**config.mk**
```make
export PLATFORM = sky130hd
export DESIGN_NAME = serial_sub
export DESIGN_NICKNAME = d
export VERILOG_FILES = /design/src/rtl/serial_sub.sv
export SDC_FILE = /design/constraint.sdc
export NUM_CORES = 1
export LEC_CHECK = 0
export ABC_AREA = 1
export CAP_MARGIN = 15
export CORE_MARGIN = 2
export CORE_UTILIZATION = 50
export CTS_CLUSTER_DIAMETER = 100
export DETAILED_ROUTE_END_ITERATION = 16
export PLACE_DENSITY = 0.8
export SYNTH_ARGS = -nofsm -noshare
export SYNTH_HDL_FRONTEND = slang
export SYNTH_SLANG_ARGS = --single-unit
```
**constraint.sdc**
```tcl
create_clock -name clk -period 2.82 [get_ports clk]
set_input_delay 0.705 -clock clk [delete_from_list [all_inputs] [get_ports clk]]
set_output_delay 0.705 -clock clk [all_outputs]
set_load 0.02 [all_outputs]
```
**src/rtl/serial_sub.sv**
```systemverilog
// Nibble-serial subtractor: d = a - b - bin, with borrow-out and signed overflow.
// Latency: WIDTH/4 cycles from the accepting edge to out_valid.
// Backpressure: one operation in flight; result held in DONE until out_ready, in_ready low meanwhile.
module serial_sub #(
    parameter int WIDTH = 32
) (
    input  logic             clk,
    input  logic             reset,
    input  logic             in_valid,
    output logic             in_ready,
    input  logic [WIDTH-1:0] a,
    input  logic [WIDTH-1:0] b,
    input  logic             bin,
    output logic             out_valid,
    input  logic             out_ready,
    output logic [WIDTH-1:0] d,
    output logic             bout,
    output logic             ovf
);

    localparam int NIB = WIDTH / 4;
    localparam int IW  = (NIB > 1) ? $clog2(NIB) : 1;

    typedef enum logic [1:0] {
        IDLE = 2'd0,
        RUN  = 2'd1,
        DONE = 2'd2
    } state_t;

    state_t           state_q;
    state_t           state_d;
    logic [WIDTH-1:0] a_q;
    logic [WIDTH-1:0] b_q;
    logic [WIDTH-1:0] d_q;
    logic             brw_q;
    logic             bout_q;
    logic             ovf_q;
    logic [IW-1:0]    idx_q;

    logic [IW+1:0]    base;
    logic [3:0]       an;
    logic [3:0]       bn;
    logic [3:0]       g;
    logic [3:0]       p;
    logic [3:0]       c;
    logic             c4;
    logic [3:0]       diff;
    logic             last;

    // Current nibble is always taken from the captured operands.
    assign base = {idx_q, 2'b00};
    assign an   = a_q[base +: 4];
    assign bn   = b_q[base +: 4];
    assign g    = ~an & bn;
    assign p    = ~(an ^ bn);
    assign last = (idx_q == IW'(NIB - 1));

    // Borrow lookahead across the four bits of the nibble.
    assign c[0] = brw_q;
    assign c[1] = g[0] | (p[0] & c[0]);
    assign c[2] = g[1] | (p[1] & g[0]) | (p[1] & p[0] & c[0]);
    assign c[3] = g[2] | (p[2] & g[1]) | (p[2] & p[1] & g[0])
                | (p[2] & p[1] & p[0] & c[0]);
    assign c4   = g[3] | (p[3] & g[2]) | (p[3] & p[2] & g[1])
                | (p[3] & p[2] & p[1] & g[0])
                | (p[3] & p[2] & p[1] & p[0] & c[0]);
    assign diff = an ^ bn ^ c;

    always_comb begin
        state_d   = state_q;
        in_ready  = 1'b0;
        out_valid = 1'b0;
        case (state_q)
            IDLE: begin
                in_ready = 1'b1;
                if (in_valid) state_d = RUN;
            end
            RUN: begin
                if (last) state_d = DONE;
            end
            DONE: begin
                out_valid = 1'b1;
                if (out_ready) state_d = IDLE;
            end
            default: state_d = IDLE;
        endcase
    end

    always_ff @(posedge clk) begin
        if (reset) state_q <= IDLE;
        else       state_q <= state_d;
    end

    always_ff @(posedge clk) begin
        if (reset) begin
            a_q    <= '0;
            b_q    <= '0;
            d_q    <= '0;
            brw_q  <= 1'b0;
            bout_q <= 1'b0;
            ovf_q  <= 1'b0;
            idx_q  <= '0;
        end else begin
            case (state_q)
                IDLE: begin
                    if (in_valid) begin
                        a_q   <= a;
                        b_q   <= b;
                        brw_q <= bin;
                        d_q   <= '0;
                        idx_q <= '0;
                    end
                end
                RUN: begin
                    d_q[base +: 4] <= diff;
                    brw_q          <= c4;
                    if (last) begin
                        idx_q  <= '0;
                        bout_q <= c4;
                        // diff[3] is the result MSB being written on this edge.
                        ovf_q  <= (a_q[WIDTH-1] ^ b_q[WIDTH-1]) & (diff[3] ^ a_q[WIDTH-1]);
                    end else begin
                        idx_q <= idx_q + IW'(1);
                    end
                end
                default: ;
            endcase
        end
    end

    assign d    = d_q;
    assign bout = bout_q;
    assign ovf  = ovf_q;

endmodule
```
# Yosys cells after proc, flatten, opt, wreduce, memory -nomap -nowiden
# Cells that the tools add are included.
# op_classes
n_addsub	2
eq_ne	6
n_shift	4
mux	14
bitwise	34
n_reduce_logical	6
# ops
operator	n
$pmux 32 s2	1
$shiftx 32x6->4	2
$bwmux 32	1
$mux 32	1
$shift 4x7->32 const A	1
$shiftx 4x7->32	1
$and 1x1->1	17
$or 1x1->1	10
$not 4->4	2
$xor 4x4->4	2
$neg 5->7	1
$mux 2	3
$mux 3	2
$ne 2x2->1 const B	3
$pmux 2 s3	1
$pmux 3 s2	1
$reduce_and 2->1	3
$and 4x4->4	1
$add 3x1->3 const B	1
$eq 3x3->1 const B	1
$mux 1	3
$reduce_and 3->1	1
$eq 2x1->1 const B	1
$eq 2x2->1 const B	1
other kinds (4)	5
# totals
ff_bits	104
input_bits	69
out_inout_bits	36
wordCells	74

# Longest topological paths before layout
# Gate-level depths: netlist of the first run.
# logic_depth
depth_word	11
mapped_depth	18
depth_no_buf	16

# Least setup slack after synthesis of the first run
# No wires, ideal clock.
# synth_path
path_type	reg2reg
startpoint	register idx_q[1]
endpoint	register d_q[21], in the netlist d[21]
setup_time_ns	0.070
t_arrival_ns	2.289
t_required_ns	2.750
slack_ns	0.460
stages_incl_launch_ff	13
path_buffers	2
path_cell_list	dfxtp_1 -> buf_2 -> inv_4 -> clkbuf_1 -> o21ai_0 -> o221ai_1 -> o21ai_0 -> fa_1 -> xnor2_1 -> nand2_1 -> nor2_1 -> nand2_1 -> a21oi_1
# synth_between
elab_chain_cells	11
elab_cells_between_ends	27
# synth_lines
element	line_no	source
start, declared	38	logic [IW-1:0] idx_q;
start signal, assigned	123	idx_q <= idx_q + IW'(1);
$shiftx 32x6->4, on equally long branches	52, 53	
$xor 4x4->4 or $not 4->4 (tied branches)	55, 67, 54	
$not 4->4 or $and 4x4->4 (tied branches)	55, 54	
$and 1x1->1, on equally long branches	62, 63	
$or 1x1->1 (tied with other cells)	62	assign c[3] = g[2] | (p[2] & g[1]) | (p[2] & p[1] & g[0])
$or 1x1->1 or $and 1x1->1 (tied branches)	62, 63	
$or 1x1->1	63	| (p[2] & p[1] & p[0] & c[0]);
$xor 4x4->4	67	assign diff = an ^ bn ^ c;
$shiftx 4x7->32	115	d_q[base +: 4] <= diff;
$bwmux 32 (*)	115	
$pmux 32 s2 (*)	104	case (state_q)
end signal, assigned by index	115	
end, declared	34	logic [WIDTH-1:0] d_q;
# Every way passes the cells marked *; elsewhere a longest branch is shown, timed or not.
# A chain may end at the register's enable or synchronous reset.

# Final worst setup path of the first run
# layout_path
startpoint	register idx_q[0]
endpoint	register d_q[29], in the netlist d[29]
# The elaborated chain is that of the path after synthesis.

==> flow_summary_export.csv, run 1 <==
group,metric,value,unit
detailed_routing,dr.pass1.iters,4,
clock_tree,clock-sinks,104,
clock_tree,cts_tree,"done",
power,power_density,533,nW/um^2
clock_tree,cts_max_level,3,
clock_tree,cts_setup_buffers,0,
final_layout,syn2layout_area_growth,27.9,%
power,power,0.00319,W
global_routing,grtUsageMet3,4.30,%
yosys,synth_compound_area_share,17.7,%
global_routing,grt-ovfl-total,0,
floorplan,coreArea,9150,sq um
timing,relSlewSlack,57.9,%
run,maxCapViolCount,0,
global_routing,grt_pass1_wl,19400,um
critical_path,startpoint_type,"flip-flop",
yosys,syn_inst,643,
detailed_routing,drc,0,
yosys,synth-edff-count,0,
timing,fin_tns_setup,0,ps
global_routing,met2_usage,39.5,%
run_status,status,"finished clean",
yosys,synth_warnings,0,
detailed_routing,viasPerCell,5.35,
final_layout,nFillCells,829,
yosys,synthAdderAreaFrac,3.37,%
global_routing,grt_use_total,23.7,%
timing,drv_slew,0,
floorplan,die_h,101,um
clock_tree,numCtsBuffers,9,
placement,placed_cell_area,5770,sq um
yosys,synthMuxAreaShare,0,%
detailed_routing,wl_per_cell,13.7,um
final_layout,fin_area,5980,sq um
floorplan,dieArea,10100,sq um
global_routing,antenna_found_initial,0,
critical_path,critical_path_required,3110,ps
global_routing,grt_pass1_vias,4262,
placement,dp_hpwl,8290,um
timing,grt_setup_unrepaired,"no",
placement,place.gp.congestion,0.869,
timing,hold_viol,0,
yosys,netlist_top_cells_count,"nand2_1 (214), dfxtp_1 (104), a21oi_1 (102)",
detailed_routing,dr_total_vias,4506,
floorplan,rows,35,
yosys,synthesis.nets,724,
timing,skew,11.4,ps
final_layout,stdcell_count,843,
global_routing,grt_max_degree,59,
power,p_leak,2.24,nW
yosys,async_reset_ff_share,0,%
power,ir_drop,314,uV
floorplan,die_width,101,um
global_routing,top_usage_layer,"met2",
timing,tightest_slew,632,ps
detailed_routing,drtIter0Drc,238,
floorplan,start_util,51.1,%
yosys,syn_avg_cell_area,7.27,sq um
clock_tree,cts_max_path_buffers,2,
timing,clock.fmax,0.386,GHz
critical_path,critPathArrivalTime,2880,ps
clock_tree,hold_buffers,0,
yosys,syn_area,4670,sq um
final_layout,nNetsFinal,810,
yosys,synth.top_cell.area_share,44.5,%
timing,finalCritPeriodShare,91.9,%
floorplan,io_pins,105,
worst_hold_path,min_path_type,"reg2reg",
yosys,synth_top_family_by_area,"simple AND/OR/NAND/NOR gates",
critical_path,end_kind,"flip-flop",
timing,setup_viol,0,
yosys,synth.distinct_cells,32,
critical_path,path_max_fanout,37,
clock_tree,worst_setup_hold_path_clk_slew,90,ps
final_layout,fin_util,65.3,%
timing,period_needed,2590,ps
yosys,yosys_register_bits,104,
yosys,synth_top_cell_by_area,"dfxtp_1",
critical_path,critical_path_class,"reg2reg",
detailed_routing,ant_nets,0,
placement,dp.cells,829,
detailed_routing,wl,11500,um
yosys,yosys_most_used_dff,"dfxtp_1",
yosys,seq_area_frac_synth,44.5,%
yosys,synthXorXnorAreaFrac,0.187,%
final_layout,drive_above_1_share,7.65,%
clock_tree,clk_latency,350,ps
placement,io_buffers,104,
clock_tree,clock-root-buffer,"clkbuf_8",
final_layout,n_antenna_cell,0,
yosys,synth_most_common_cell,"nand2_1",
yosys,synthSimpleGateAreaFrac,28.2,%
global_routing,grt_use_met1,31.7,%
yosys,synth.area.top_cells,"dfxtp_1 (45%), nand2_1 (17%), a21oi_1 (11%), o21ai_0 (3.9%), nor2_1 (3.6%)",
critical path: stages (launching register included):
cell and delay, ps:
dfxtp_4 400, inv_6 230, o21ai_0 120, o221ai_1 250, o21ai_0 230, fa_1 480
xnor2_1 210, buf_4 170, nand2_1 80, nor2_1 150, nand2_1 70, a21oi_1 140
cells by family (layout without fill, tap and decap cells):
kind of cell	Yosys count	in the layout
xor gates and xnor gates	1	1
and+or+nand+nor	307	307
buffers and inverters	61	150
DFF	104	104
AOI/OAI and AO/OA	158	158
adders and majority gates	12	12
metal layers:
layer / vias up / share of wire [%]
met4: 0 / 1.2
met5: - / 0
met1: 2056 / 46
met3: 11 / 5.3
li1: 2303 / -
met2: 136 / 47
worst paths after layout:
| path | from | endpoint | slack [ps] | depth (start not counted) |
|---|---|---|---|---|
| setup reg to reg | idx_q[0] | d[29] | 230 | 11 |
| hold reg to reg | d[17] | d[17] | 460 | 2 |
| setup / recovery | idx_q[0] | d[29] | 230 | 11 |
| hold / removal | d[17] | d[17] | 460 | 2 |
flip-flops by register name, indices dropped and copies added, names as in the netlist:
register and cells:
b_q 32, brw_q 1, idx_q 3, a_q 32, d 32, bout 1
state_q 2, ovf 1
layout by cell type, fill, tap and decap left out, drive strengths merged:
master	Yosys	layout
bufinv	0	2
ha	11	11
xnor2	1	1
nand3	12	12
clkinv	0	1
a21oi	102	102
nand3b	1	1
clkdlybuf4s50	0	103
o221ai	4	4
and3	2	2
or2	1	1
o211ai	1	1
nor2	62	62
clkbuf	20	11
fa	1	1
buf	18	10
a211oi	2	2
nand2	217	217
o21ai	36	36
o22ai	11	11
inv	23	23
a31oi	2	2
dfxtp	104	104
nand4	11	11
nor3	1	1
final cells by class:
class                           instances  area (sq um)  area share (%)
Multi-Input combinational cell        478          2310            38.7
Sequential cell                       104          2090            34.9
Timing Repair Buffer                  113          1140            19.1
Tap cell                              111           139            2.32
Clock buffer                           11           131            2.20
Inverter                               23          98.8            1.65
Clock inverter                          3          68.8            1.15
where the power goes:
part,internal (W),switching (W)
logic,0.000259,0.000387
registers,0.00153,0.0000461
clock network,0.000494,0.000469
through the flow:
stage / setup WS, ps / hold slack [ps]
final: 229 / 463
after global routing: 6.29 / 482
after global placement: 269 / 448
after floorplan: 460 / 440
after detailed placement: 152 / 450
after CTS: 36.7 / 464
repair_timing:
action                                  in CTS  in global routing
endpoints found under the setup margin       0                 29
hold endpoints to repair                     0                  0
resized for setup                            0                  4
Note: power is estimated with default switching activity, not from simulation.
==> run 2: changes to the inputs <==
--- a/config.mk
+++ b/config.mk
@@ -5,13 +5,14 @@
 export SDC_FILE = /design/constraint.sdc
 export NUM_CORES = 1
 export LEC_CHECK = 0
-export ABC_AREA = 1
 export CAP_MARGIN = 15
 export CORE_MARGIN = 2
 export CORE_UTILIZATION = 50
 export CTS_CLUSTER_DIAMETER = 100
 export DETAILED_ROUTE_END_ITERATION = 16
-export PLACE_DENSITY = 0.8
+export PLACE_DENSITY = 0.81
+export SETUP_SLACK_MARGIN = 0.15
+export SLEW_MARGIN = 20
 export SYNTH_ARGS = -nofsm -noshare
 export SYNTH_HDL_FRONTEND = slang
 export SYNTH_SLANG_ARGS = --single-unit
==> flow_summary_export.csv, run 2 <==
group,metric,value,unit
timing,fin_tns_setup,0,ps
timing,setup_slack,75.1,ps
global_routing,grt_pass1_vias,4040,
global_routing,grt_max_degree,62,
timing,tightest_slew,630,ps
yosys,synth-edff-count,0,
critical_path,critPathBufInv,1,
timing,setup_viol,0,
critical_path,startpoint_type,"flip-flop",
clock_tree,numCtsBuffers,9,
yosys,synth_most_common_cell,"nand2_1",
yosys,synth.top_cell.area_share,46.1,%
global_routing,antenna_found_initial,0,
yosys,syn_avg_cell_area,8.60,sq um
placement,place.gp.congestion,0.859,
critical_path,critical_path_class,"reg2reg",
detailed_routing,drtIter0Drc,197,
global_routing,grt_pass1_wl,18800,um
detailed_routing,dr.pass1.iters,5,
final_layout,mostFrequentLayoutCells,"nand2_1 (157), clkdlybuf4s50_1 (103), dfxtp_1 (102)",
global_routing,grt_use_met1,29.9,%
final_layout,fin_util,69.8,%
critical_path,critical_path_required,3090,ps
global_routing,met2_usage,40.9,%
clock_tree,cts_max_path_buffers,2,
global_routing,grt_use_total,23.8,%
yosys,syn_inst,525,
critical_path,cp_cell_sequence,"buf_12 -> mux4_2 -> mux2i_4 -> ha_4 -> a41oi_2 -> o21ai_2 -> xor2_2 -> or3b_4 -> a311oi_2",
yosys,synth.area.top_cells,"dfxtp_1 (46%), nand2_1 (13%), mux4_2 (8.0%), a21oi_1 (7.8%), ha_1 (3.0%)",
clock_tree,cts_max_level,3,
power,p_leak,2.20,nW
yosys,netlist_top_cells_count,"nand2_1 (160), dfxtp_1 (104), a21oi_1 (70)",
clock_tree,clock-sinks,104,
critical_path,end_kind,"flip-flop",
yosys,synth_warnings,0,
floorplan,start_util,51.8,%
yosys,synth_top_cell_by_area,"dfxtp_1",
placement,pre_cts_slack,-5.67,ps
floorplan,rows,34,
yosys,synthesis.nets,606,
floorplan,die_width,99.0,um
global_routing,grt-ovfl-total,0,
yosys,yosys_register_bits,104,
critical_path,critical-path-top-delay-family,"multiplexers",
placement,io_buffers,104,
clock_tree,clock-root-buffer,"clkbuf_8",
timing,period_needed,2740,ps
timing,grt_setup_unrepaired,"yes",
power,ir_drop,338,uV
final_layout,seq_area,2090,sq um
floorplan,die_h,99.0,um
timing,clock.fmax,0.364,GHz
detailed_routing,wl,11700,um
final_layout,drive_above_1_share,13.0,%
detailed_routing,drc,0,
final_layout,nNetsFinal,706,
clock_tree,clk_latency,360,ps
placement,dp_hpwl,8310,um
final_layout,syn2layout_area_growth,34.8,%
detailed_routing,ant_nets,0,
yosys,async_reset_ff_share,0,%
floorplan,dieArea,9800,sq um
final_layout,nFillCells,654,
clock_tree,cts_tree,"done",
run,maxCapViolCount,0,
timing,drv_slew,0,
yosys,synth.distinct_cells,48,
detailed_routing,wl_per_cell,15.9,um
critical_path,crit_slowest_cell,"mux4_2",
critical_path,slowest_delay,530,ps
timing,hold_viol,0,
clock_tree,worst_setup_hold_path_clk_slew,90,ps
detailed_routing,viasPerCell,5.67,
floorplan,io_pins,105,
final_layout,final_common_cell,"nand2_1",
yosys,seq_area_frac_synth,46.1,%
timing,finalCritPeriodShare,97.3,%
floorplan,coreArea,8720,sq um
timing,relSlewSlack,58.0,%
power,power,0.00306,W
timing,skew,8.91,ps
run_status,status,"finished clean",
yosys,syn_area,4510,sq um
timing,holdWs,461,ps
worst_hold_path,min_path_type,"reg2reg",
detailed_routing,dr_total_vias,4180,
final_layout,n_antenna_cell,0,
final_layout,multi_input_area,2370,sq um
critical_path,critPathArrivalTime,3020,ps
power,power_density,502,nW/um^2
critical_path,path_max_fanout,8,
global_routing,grtUsageMet3,3.83,%
yosys,yosys_most_used_dff,"dfxtp_1",
global_routing,top_usage_layer,"met2",
clock_tree,hold_buffers,0,
## run 2: cell count changes in the layout (fill, tap and decap cells not counted), sizes merged, moves of 11 or more
cell | before | now
a21oi | 102 | 70
buf | 10 | 22
inv | 23 | 8
mux4 | 0 | 16
nand2 | 217 | 160
nand4 | 11 | 0
nor2 | 62 | 28
o21ai | 36 | 11
o22ai | 11 | 0
## run 2: power by group
part	switching (W)	internal [W]
Clock	0.000493	0.000406
Combinational	0.000294	0.000291
Sequential	0.0000433	0.00153
Total	0.000831	0.00222
## run 2: cells by family (layout without fill, tap and decap cells)
family | count (synthesis) | in the layout | share of synthesized area [%]
AO/OA/AOI/OAI | 118 | 118 | 15.4
XOR/XNOR | 3 | 3 | 0.582
adder cells (fa/ha/maj) | 12 | 12 | 3.49
buffers and inverters | 45 | 149 | 4.13
flip-flops | 104 | 104 | 46.1
multiplexers | 23 | 23 | 9.59
AND/OR/NAND/NOR | 220 | 220 | 20.7
## run 2: repair_timing
item,4_1_cts,5_1_grt
pin swaps,5,5
setup buffers,6,3
resized for setup,10,10
gates cloned,1,0
setup endpoints to repair,15,14
## run 2: area by class of cell
type	instances	area share, %
repair buffers	126	21.0
flip-flops and latches	104	34.3
clock buffers	10	2.10
well taps	108	2.22
clock inverters	5	0.966
inverters	8	0.493
multi-input cells	376	38.9
## run 2: path summary, 6_finish.rpt
check | startpoint | end | slack [ps] | depth (start not counted)
worst min register to register | b_q[0] | b_q[0] | 460 | 2
worst max register to register | idx_q[0] | ovf | 80 | 9
worst min-delay path | b_q[0] | b_q[0] | 460 | 2
worst max-delay path | idx_q[0] | ovf | 80 | 9
## run 2: per-layer routing
layer  share of wire (%)  up-vias  wire (um)
met5                   0        -          0
met4                 2.5        0        298
met3                 6.6       39        771
met2                  50      182       5920
met1                  41     1954       4760
li1                    -     2005          -
## run 2: worst reg2reg max path, stage by stage (launching register included)
cell	delay [ps]
dfxtp_4	390
buf_12	140
mux4_2	530
mux2i_4	180
ha_4	240
a41oi_2	230
o21ai_2	110
xor2_2	170
or3b_4	380
a311oi_2	280
## run 2: through the flow
step / std cells / instance area, sq um
2_1_floorplan: 525 / 4580
3_3_place_gp: 712 / 5690
3_5_place_dp: 712 / 5690
4_1_cts: 734 / 6020
5_1_grt: 737 / 6090
6_report: 737 / 6090
==> run 3: changes to the inputs <==
--- a/config.mk
+++ b/config.mk
@@ -8,7 +8,7 @@
 export CAP_MARGIN = 15
 export CORE_MARGIN = 2
 export CORE_UTILIZATION = 50
-export CTS_CLUSTER_DIAMETER = 100
+export CTS_CLUSTER_DIAMETER = 40
 export DETAILED_ROUTE_END_ITERATION = 16
 export PLACE_DENSITY = 0.81
 export SETUP_SLACK_MARGIN = 0.15
==> results of run 3 <==
No change in the layout: final DEF, timing and power equal those of run 2.
